`src/rtl/packet_pkg.sv`:
```
// Shared packet types and widths for the packet consumer slice.
package packet_pkg;

  typedef enum logic {
    READ  = 1'b0,
    WRITE = 1'b1
  } packet_cmd_e;

  localparam int unsigned PKT_COUNT_W = 16;
  localparam int unsigned PKT_ADDR_W  = 32;
  localparam int unsigned PKT_DATA_W  = 32;

  typedef struct packed {
    packet_cmd_e           cmd;
    logic [PKT_ADDR_W-1:0] addr;
    logic [PKT_DATA_W-1:0] data;
  } packet_t;

endpackage

```
`src/rtl/packet_fifo.sv`:
```
// Receive FIFO: pointers carry one wrap bit so full and empty are distinguishable;
// the full flag is registered so nothing on the pop side reaches the put handshake.
module packet_fifo #(
  parameter int unsigned DEPTH = 4,
  parameter int unsigned WIDTH = 65
) (
  input  logic             clk,
  input  logic             rst_n,
  input  logic             push,
  input  logic             pop,
  output logic             full,
  output logic             empty,
  input  logic [WIDTH-1:0] wdata,
  output logic [WIDTH-1:0] rdata
);

  localparam int unsigned AW = $clog2(DEPTH);

  logic [WIDTH-1:0] mem_q [DEPTH];
  logic [AW:0]      wr_ptr_q, wr_ptr_d;
  logic [AW:0]      rd_ptr_q, rd_ptr_d;
  logic             full_q, full_d;
  logic             do_push, do_pop;

  assign empty = (wr_ptr_q == rd_ptr_q);
  assign full  = full_q;
  assign rdata = mem_q[rd_ptr_q[AW-1:0]];

  always_comb begin
    do_push  = push && !full_q;
    do_pop   = pop && !empty;
    wr_ptr_d = wr_ptr_q + (AW+1)'(do_push);
    rd_ptr_d = rd_ptr_q + (AW+1)'(do_pop);
    full_d   = (wr_ptr_d[AW] != rd_ptr_d[AW]) &&
               (wr_ptr_d[AW-1:0] == rd_ptr_d[AW-1:0]);
  end

  always_ff @(posedge clk or negedge rst_n) begin
    if (!rst_n) begin
      wr_ptr_q <= '0;
      rd_ptr_q <= '0;
      full_q   <= 1'b0;
    end else begin
      wr_ptr_q <= wr_ptr_d;
      rd_ptr_q <= rd_ptr_d;
      full_q   <= full_d;
    end
  end

  always_ff @(posedge clk) begin
    if (do_push) mem_q[wr_ptr_q[AW-1:0]] <= wdata;
  end

endmodule

```
`src/rtl/packet_consumer.sv`:
```
// Packet consumer: queues incoming packets, services each one for SERVICE_CYCLES
// cycles, then reports it with a one-cycle done pulse and counts completions.
module packet_consumer
  import packet_pkg::*;
#(
  parameter int unsigned DATA_W         = 32,
  parameter int unsigned ADDR_W         = 32,
  parameter int unsigned DEPTH          = 4,
  parameter int unsigned SERVICE_CYCLES = 2
) (
  input  logic                   nvdla_core_clk,
  input  logic                   nvdla_core_rstn,
  input  logic                   put_valid,
  output logic                   put_ready,
  input  logic                   put_cmd,
  input  logic [ADDR_W-1:0]      put_addr,
  input  logic [DATA_W-1:0]      put_data,
  output logic                   done_valid,
  output logic                   done_cmd,
  output logic [ADDR_W-1:0]      done_addr,
  output logic [DATA_W-1:0]      done_data,
  output logic [PKT_COUNT_W-1:0] pkt_count,
  output logic                   busy
);

  localparam int unsigned CNT_W = (SERVICE_CYCLES > 1) ? $clog2(SERVICE_CYCLES) : 1;
  localparam int unsigned PKT_W = 1 + ADDR_W + DATA_W;

  typedef enum logic [1:0] {
    ST_IDLE,
    ST_SERVICE,
    ST_DONE
  } state_e;

  typedef struct packed {
    packet_cmd_e       cmd;
    logic [ADDR_W-1:0] addr;
    logic [DATA_W-1:0] data;
  } pkt_t;

  state_e                 state_q, state_d;
  logic [CNT_W-1:0]       cnt_q, cnt_d;
  pkt_t                   hold_q, hold_d;
  pkt_t                   done_pkt_q, done_pkt_d;
  logic                   done_valid_q, done_valid_d;
  logic [PKT_COUNT_W-1:0] pkt_count_q, pkt_count_d;
  logic                   ready_en_q, ready_en_d;

  pkt_t       put_pkt;
  logic       fifo_push, fifo_pop, fifo_full, fifo_empty;
  logic [PKT_W-1:0] fifo_rdata;

  // ready_en_q keeps put_ready low through reset and for the cycle up to the first edge.
  assign put_ready = ready_en_q && !fifo_full;
  assign fifo_push = put_valid && put_ready;

  always_comb begin
    put_pkt      = '0;
    put_pkt.cmd  = packet_cmd_e'(put_cmd);
    put_pkt.addr = put_addr;
    put_pkt.data = put_data;
  end

  packet_fifo #(
    .DEPTH (DEPTH),
    .WIDTH (PKT_W)
  ) u_fifo (
    .clk   (nvdla_core_clk),
    .rst_n (nvdla_core_rstn),
    .push  (fifo_push),
    .pop   (fifo_pop),
    .full  (fifo_full),
    .empty (fifo_empty),
    .wdata (put_pkt),
    .rdata (fifo_rdata)
  );

  always_comb begin
    state_d      = state_q;
    cnt_d        = cnt_q;
    hold_d       = hold_q;
    done_pkt_d   = done_pkt_q;
    done_valid_d = 1'b0;
    pkt_count_d  = pkt_count_q;
    ready_en_d   = 1'b1;
    fifo_pop     = 1'b0;
    case (state_q)
      ST_IDLE: begin
        if (!fifo_empty) begin
          fifo_pop = 1'b1;
          hold_d   = fifo_rdata;
          cnt_d    = CNT_W'(SERVICE_CYCLES - 1);
          state_d  = ST_SERVICE;
        end
      end
      ST_SERVICE: begin
        if (cnt_q == '0) begin
          state_d      = ST_DONE;
          done_valid_d = 1'b1;
          done_pkt_d   = hold_q;
        end else begin
          cnt_d = cnt_q - CNT_W'(1);
        end
      end
      ST_DONE: begin
        pkt_count_d = pkt_count_q + PKT_COUNT_W'(1);
        if (!fifo_empty) begin
          fifo_pop = 1'b1;
          hold_d   = fifo_rdata;
          cnt_d    = CNT_W'(SERVICE_CYCLES - 1);
          state_d  = ST_SERVICE;
        end else begin
          state_d = ST_IDLE;
        end
      end
      default: state_d = ST_IDLE;
    endcase
  end

  always_ff @(posedge nvdla_core_clk or negedge nvdla_core_rstn) begin
    if (!nvdla_core_rstn) begin
      state_q      <= ST_IDLE;
      cnt_q        <= '0;
      hold_q       <= '0;
      done_pkt_q   <= '0;
      done_valid_q <= 1'b0;
      pkt_count_q  <= '0;
      ready_en_q   <= 1'b0;
    end else begin
      state_q      <= state_d;
      cnt_q        <= cnt_d;
      hold_q       <= hold_d;
      done_pkt_q   <= done_pkt_d;
      done_valid_q <= done_valid_d;
      pkt_count_q  <= pkt_count_d;
      ready_en_q   <= ready_en_d;
    end
  end

  assign done_valid = done_valid_q;
  assign done_cmd   = done_pkt_q.cmd;
  assign done_addr  = done_pkt_q.addr;
  assign done_data  = done_pkt_q.data;
  assign pkt_count  = pkt_count_q;
  assign busy       = (state_q != ST_IDLE) || !fifo_empty;

endmodule

```
`config.mk`:
```
export PLATFORM = sky130hd
export DESIGN_NAME = packet_consumer
export DESIGN_NICKNAME = d
export VERILOG_FILES = /design/src/rtl/packet_pkg.sv /design/src/rtl/packet_fifo.sv /design/src/rtl/packet_consumer.sv
export SDC_FILE = /design/constraint.sdc
export NUM_CORES = 1
export LEC_CHECK = 0
export CORE_MARGIN = 5
export CORE_UTILIZATION = 57
export DETAILED_ROUTE_END_ITERATION = 10
export PLACE_DENSITY = 0.79
export SYNTH_ARGS = -nofsm -noshare
export SYNTH_HDL_FRONTEND = slang
export SYNTH_SLANG_ARGS = --single-unit
```
`constraint.sdc`:
```
create_clock -name nvdla_core_clk -period 8 [get_ports nvdla_core_clk]
set_clock_uncertainty 0.05 [all_clocks]
set_input_delay 1.6 -clock nvdla_core_clk [delete_from_list [all_inputs] [get_ports nvdla_core_clk]]
set_output_delay 1.6 -clock nvdla_core_clk [all_outputs]
set_load 0.01 [all_outputs]
```
-- Word level (Yosys, flattened, before mapping)
Memories as Yosys holds them, arrays and structs flattened. A register that Yosys moved wholly into a read port is not among the register bits.
Cells that the tools add are included.
W data, S select, Z words.
- bits in writable memories: 260
- output and inout bits: 84
- memories kept: 1
- flip-flop bits (word level): 93
- input bits: 68
- mux-type cells: 13
- reduce and logical (&&, ||, !) cells: 17
- $add $sub $neg: 4
- equality and inequality tests: 8
- bitwise gates (word level): 2
- memory list (name ; depth ; bits a word ; read ports ; clocked after Yosys merged registers in ; write ports ; line ; source):
    u_fifo.mem_q ; 4 ; 65 ; 1 ; 1 ; 1 ; packet_fifo.sv:19 ; logic [WIDTH-1:0] mem_q [DEPTH];
- operator list (operator ; number):
    $add A16 B1 Y16 const B ; 1
    $mux W1 ; 9
    $reduce_and A2 Y1 ; 4
    $add A3 B1 Y3 ; 2
    $ne A2 B2 Y1 const B ; 3
    $pmux W2 S3 ; 1
    $logic_and A1 B1 Y1 ; 5
    $mux W2 ; 2
    $reduce_bool A2 Y1 ; 2
    $eq A3 B3 Y1 ; 1
    $logic_not A1 Y1 ; 3
    $eq A2 B1 Y1 const B ; 1
    $eq A2 B2 Y1 ; 1
    $eq A2 B2 Y1 const B ; 1
    $logic_not A2 Y1 ; 1
    $not A1 Y1 ; 2
    $pmux W1 S2 ; 1
    $reduce_or A2 Y1 ; 1
    $logic_or A1 B1 Y1 ; 1
    $ne A1 B1 Y1 ; 1
    $sub A1 B1 Y1 const B ; 1

-- Longest topological paths before layout
- depth in word-level cells: 7
- gate-level depth with buffers: 8
- mapped depth without buffers: 7

-- Hierarchy
A second synthesis with hierarchy kept.
- cells, all modules: 720
- area, all modules: 15443.6 µm²
- modules (own cells, without submodules) (module ; times used ; area each (µm²) ; cells an instance ; seq. area each (µm²)):
    packet_fifo ; 1 ; 9724.3 ; 369 ; 7982.7
    packet_consumer ; 1 ; 5719.2 ; 351 ; 3778.6

-- Least setup slack after synthesis
OpenSTA, ideal clock, no wires.
- path type: in2reg
- from: in put_valid
- to: mem u_fifo.mem_q[0][0] (enable)
- stages: 2
- path buffers: 0
- setup time: 0.581 ns
- required time: 7.369 ns
- path slack: 0.780 ns
- data arrival time: 6.589 ns
- path through: and2_0 > nor3b_1
- longest elaborated chain between the ends: 4
- ends and longest elaborated chain (item ; line ; source):
    start, declared ; packet_consumer.sv:13 ; input logic put_valid,
    $logic_and A1 B1 Y1 ; packet_consumer.sv:55 ; assign fifo_push = put_valid && put_ready;
    $logic_and A1 B1 Y1 ; packet_fifo.sv:30 ; do_push = push && !full_q;
    $mux W1 ; packet_fifo.sv:51 ; if (do_push) mem_q[wr_ptr_q[AW-1:0]] <= wdata;
    $mux W1 (not written as such) ; packet_fifo.sv:51 ;
    end, declared ; packet_fifo.sv:19 ;
Every way passes these cells.

-- Worst setup path in the final report
- from: reg u_fifo.rd_ptr_q[1]
- to: out busy
- longest elaborated chain between the ends: 3
- ends and longest elaborated chain (item ; line ; source):
    start, declared ; packet_fifo.sv:21 ; logic [AW:0] rd_ptr_q, rd_ptr_d;
    start signal, assigned ; packet_fifo.sv:45 ; rd_ptr_q <= rd_ptr_d;
    $eq A3 B3 Y1 ; packet_fifo.sv:25 ; assign empty = (wr_ptr_q == rd_ptr_q);
    $logic_not A1 Y1 ; packet_consumer.sv:145 ; assign busy = (state_q != ST_IDLE) || !fifo_empty;
    $logic_or A1 B1 Y1 ; packet_consumer.sv:145 ;
    end, declared ; packet_consumer.sv:23 ; output logic busy
Every way passes these cells.

==> flow_summary.ini <==
[placement]
dp_hpwl_mm = 16.7
numPlacedInstances = 1189
port_buffers = 151
dpl-instance-area_sq_mm = 0.0174
globalplace.congestion = 0.729
pre_cts_slack_ns = 3.91

[clocking]
ctsHoldBuffers = 0
cts.repair_timing.setup_buffer_count = 0
cts_tree = built
cts_resized = 0
clock_tree.root_cell = clkbuf_16
clk_pin_slew_ns = 0.06
clock_latency_ns = 0.53
clock_path_buffers = 3
htreeDepth = 2
tritoncts.num_buffers = 41
clock_sink_count = 418

[route]
routed-via-count = 7169
route.detailed.drc = 0
first_pass_iters = 4
drt-total-wl_mm = 28.4
drtIter0Drc = 389
avgRoutedWirePerCell_um = 22.4
post_drt_via_cell_ratio = 5.66
drt.antenna.violating_nets = 0

[critical_path]
worst_reg2reg_path_endpoint = u_fifo.full
worstPathArrival_ns = 2.89
timing.critical_path.required_ns = 6.35
number_of_cell_instances_on_the_worst_register_to_register_path = 8
rrSetupSlack_ns = 4.74
setup.worst_path.class = flip-flop to primary output
worst_setup_path_end_kind = primary output
start_kind = flip-flop
crit-reg2reg-launch = u_fifo.rd_ptr_q[1]
crit_path_max_fanout = 67

[power]
vdd_ir_drop_max_v = 0.000239
power.internal_uw = 5340
switching_power_uw = 2000
power_leakage_uw = 0.00681
comb_power_share_pct = 30.0
power.density_mw_per_mm2 = 391
sw_frac_of_total_pct = 27.2
share_clk_of_total_power_pct = 26.1
share_seq_of_total_power_pct = 43.9

[floorplan]
fp.coreArea_sq_mm = 0.0270
die-width_um = 175
rows = 60
floorplan.initialDensity_pct = 57.7
pin_count = 152
die-height_um = 175
die_area_sq_mm = 0.0307

[sta]
slew_violations = 0
clock.fmax_ghz = 0.220
setup_tns_ns = 0
grt_setup_unrepaired = no
report.final.hold_viol_count = 0
finalCriticalPeriod_ns = 4.54
period_share_pct = 56.8
setup_ws_ns = 3.46
timing.max_slew.rel_slack_pct = 32.2
number_of_failing_setup_endpoints_in_the_final_timing_report = 0
worstMarginPinSlew_ns = 1.02

[layout]
stdcell_area_sq_mm = 0.0188
final-instance-count-excl-fill = 1266
syn_to_final_growth_pct = 20.6
final_common_cell = edfxtp_1
final_layout_size_suffix_gt1_share_pct = 30.6
mostFrequentLayoutCells = edfxtp_1, dfrtp_1, clkdlybuf4s50_1
num-nets-final = 964

[logic_synthesis]
postSynthNetCount = 788
yosysWarnings = 0
synth_edf_count = 260
synthArstFlopShare_pct = 37.8
seq_area_frac_synth_pct = 75.6
post_syn_area_sq_mm = 0.0156
syn_inst = 715
synth_cell_types = 32
syn_avg_cell_area_sq_um = 21.8
synth-seq-cells = 418
synth_top_flop_cell = edfxtp_1

[status]
run_status = finished, final reports clean

[worst_hold_path]
hold-path-endpoint = pkt_count[15]
hold_path.startpoint = pkt_count[15]
timing.hold.worst_path_depth = 1
worst_hold_path_type = flip-flop to flip-flop

[grt]
grt_pass1_vias = 7792
overall_overflow_remaining_after_global_route = 0
antenna_found_initial = 2
wire_length_of_the_first_global_routing_pass_mm = 45.0
grt_use_total_pct = 18.9
maximum_number_of_pins_on_one_net_before_global_route_repair = 84

[flow_run]
max-cap-violations = 0
per-stage QoR:
| stage | hold slack, ns | util (%) | total power, uW |
|---|---|---|---|
| 3_3_place_gp | 0.414 | 64.5 | 5410 |
| 3_5_place_dp | 0.419 | 64.5 | 5490 |
| 2_1_floorplan | 0.425 | - | 4770 |
| 6_report | 0.431 | 69.6 | 7340 |
| 5_1_grt | 0.463 | 69.6 | 7720 |
| 4_1_cts | 0.435 | 69.6 | 7430 |
cells by family (layout without fill, tap and decap cells):
| group | Yosys count | after routing | share of synthesized area [%] |
|---|---|---|---|
| buffers and inverters | 29 | 238 | 1.53 |
| other | 1 | 2 | 0.0241 |
| muxes | 196 | 196 | 19.6 |
| AOI/OAI and AO/OA | 3 | 3 | 0.169 |
| DFF | 418 | 418 | 75.6 |
| adders and majority gates | 5 | 5 | 0.402 |
| xor gates and xnor gates | 22 | 22 | 1.24 |
| and+or+nand+nor | 41 | 41 | 1.45 |
final cells by class:
class,count,area (sq um)
Multi-Input combinational cell,268,3600
Timing Repair Buffer,161,1590
Clock inverter,19,154
Clock buffer,57,1220
Sequential cell,418,11800
Tap cell,341,427
Antenna cell,1,2.50
Fill cell,1656,8190
Inverter,1,3.75
synth_stat cells (6+ instances only):
cell | number | area [sq um]
xnor2_1 | 14 | 123
nand2_1 | 11 | 41.3
mux4_2 | 65 | 1460
xor2_1 | 8 | 70.1
buf_6 | 7 | 78.8
buf_2 | 7 | 35.0
mux2_2 | 101 | 1140
clkbuf_1 | 6 | 22.5
edfxtp_1 | 260 | 7810
dfrtp_1 | 158 | 3950
nor2_1 | 6 | 22.5
mux2_4 | 30 | 450
worst max-delay path by stage:
stage / depth (start not counted) / slack, ns / startpoint / end
CTS: 4 / 3.39 / u_fifo.rd_ptr_q[1] / busy
detailed placement: 5 / 3.91 / put_valid / u_fifo.mem_q[2][34]
finish: 4 / 3.46 / u_fifo.rd_ptr_q[1] / busy
global route: 4 / 3.30 / u_fifo.rd_ptr_q[1] / busy
global placement: 5 / 3.95 / put_valid / u_fifo.mem_q[2][43]
floorplan: 2 / 0.78 / put_valid / u_fifo.mem_q[0][0]
per-layer routing:
layer | vias up | wire (um) | GRT usage, %
met4 | 2 | 568 | 5.01
met2 | 195 | 14700 | 32.3
met5 | - | 7 | 0
met3 | 42 | 1630 | 3.59
li1 | 3166 | - | -
met1 | 3764 | 11500 | 25.5
registers in the layout, indices dropped and copies added (netlist names):
signal,flops
u_fifo.rd_ptr_q,3
ready_en_q,1
done_cmd,1
u_fifo.mem_q,260
hold_q,65
done_data,32
done_valid,1
pkt_count,16
state_q,2
u_fifo.wr_ptr_q,3
u_fifo.full,1
done_addr,32
cnt_q,1
critical path: stages (launching register included):
cell and delay (ns):
dfrtp_4 1.10, xnor2_1 0.27, nand3_1 0.15, or3_1 0.35, clkdlybuf4s50_1 0.50
power groups by stage:
| stage | sequential, uW | clock (uW) | combinational (uW) |
|---|---|---|---|
| after global routing | 3300 | 2050 | 2370 |
| after detailed placement | 3270 | 0 | 2230 |
| after floorplan | 3170 | 0 | 1600 |
| after CTS | 3230 | 1950 | 2250 |
| final | 3220 | 1910 | 2200 |
| after global placement | 3250 | 0 | 2170 |
Power figures use the tool's default switching activity.
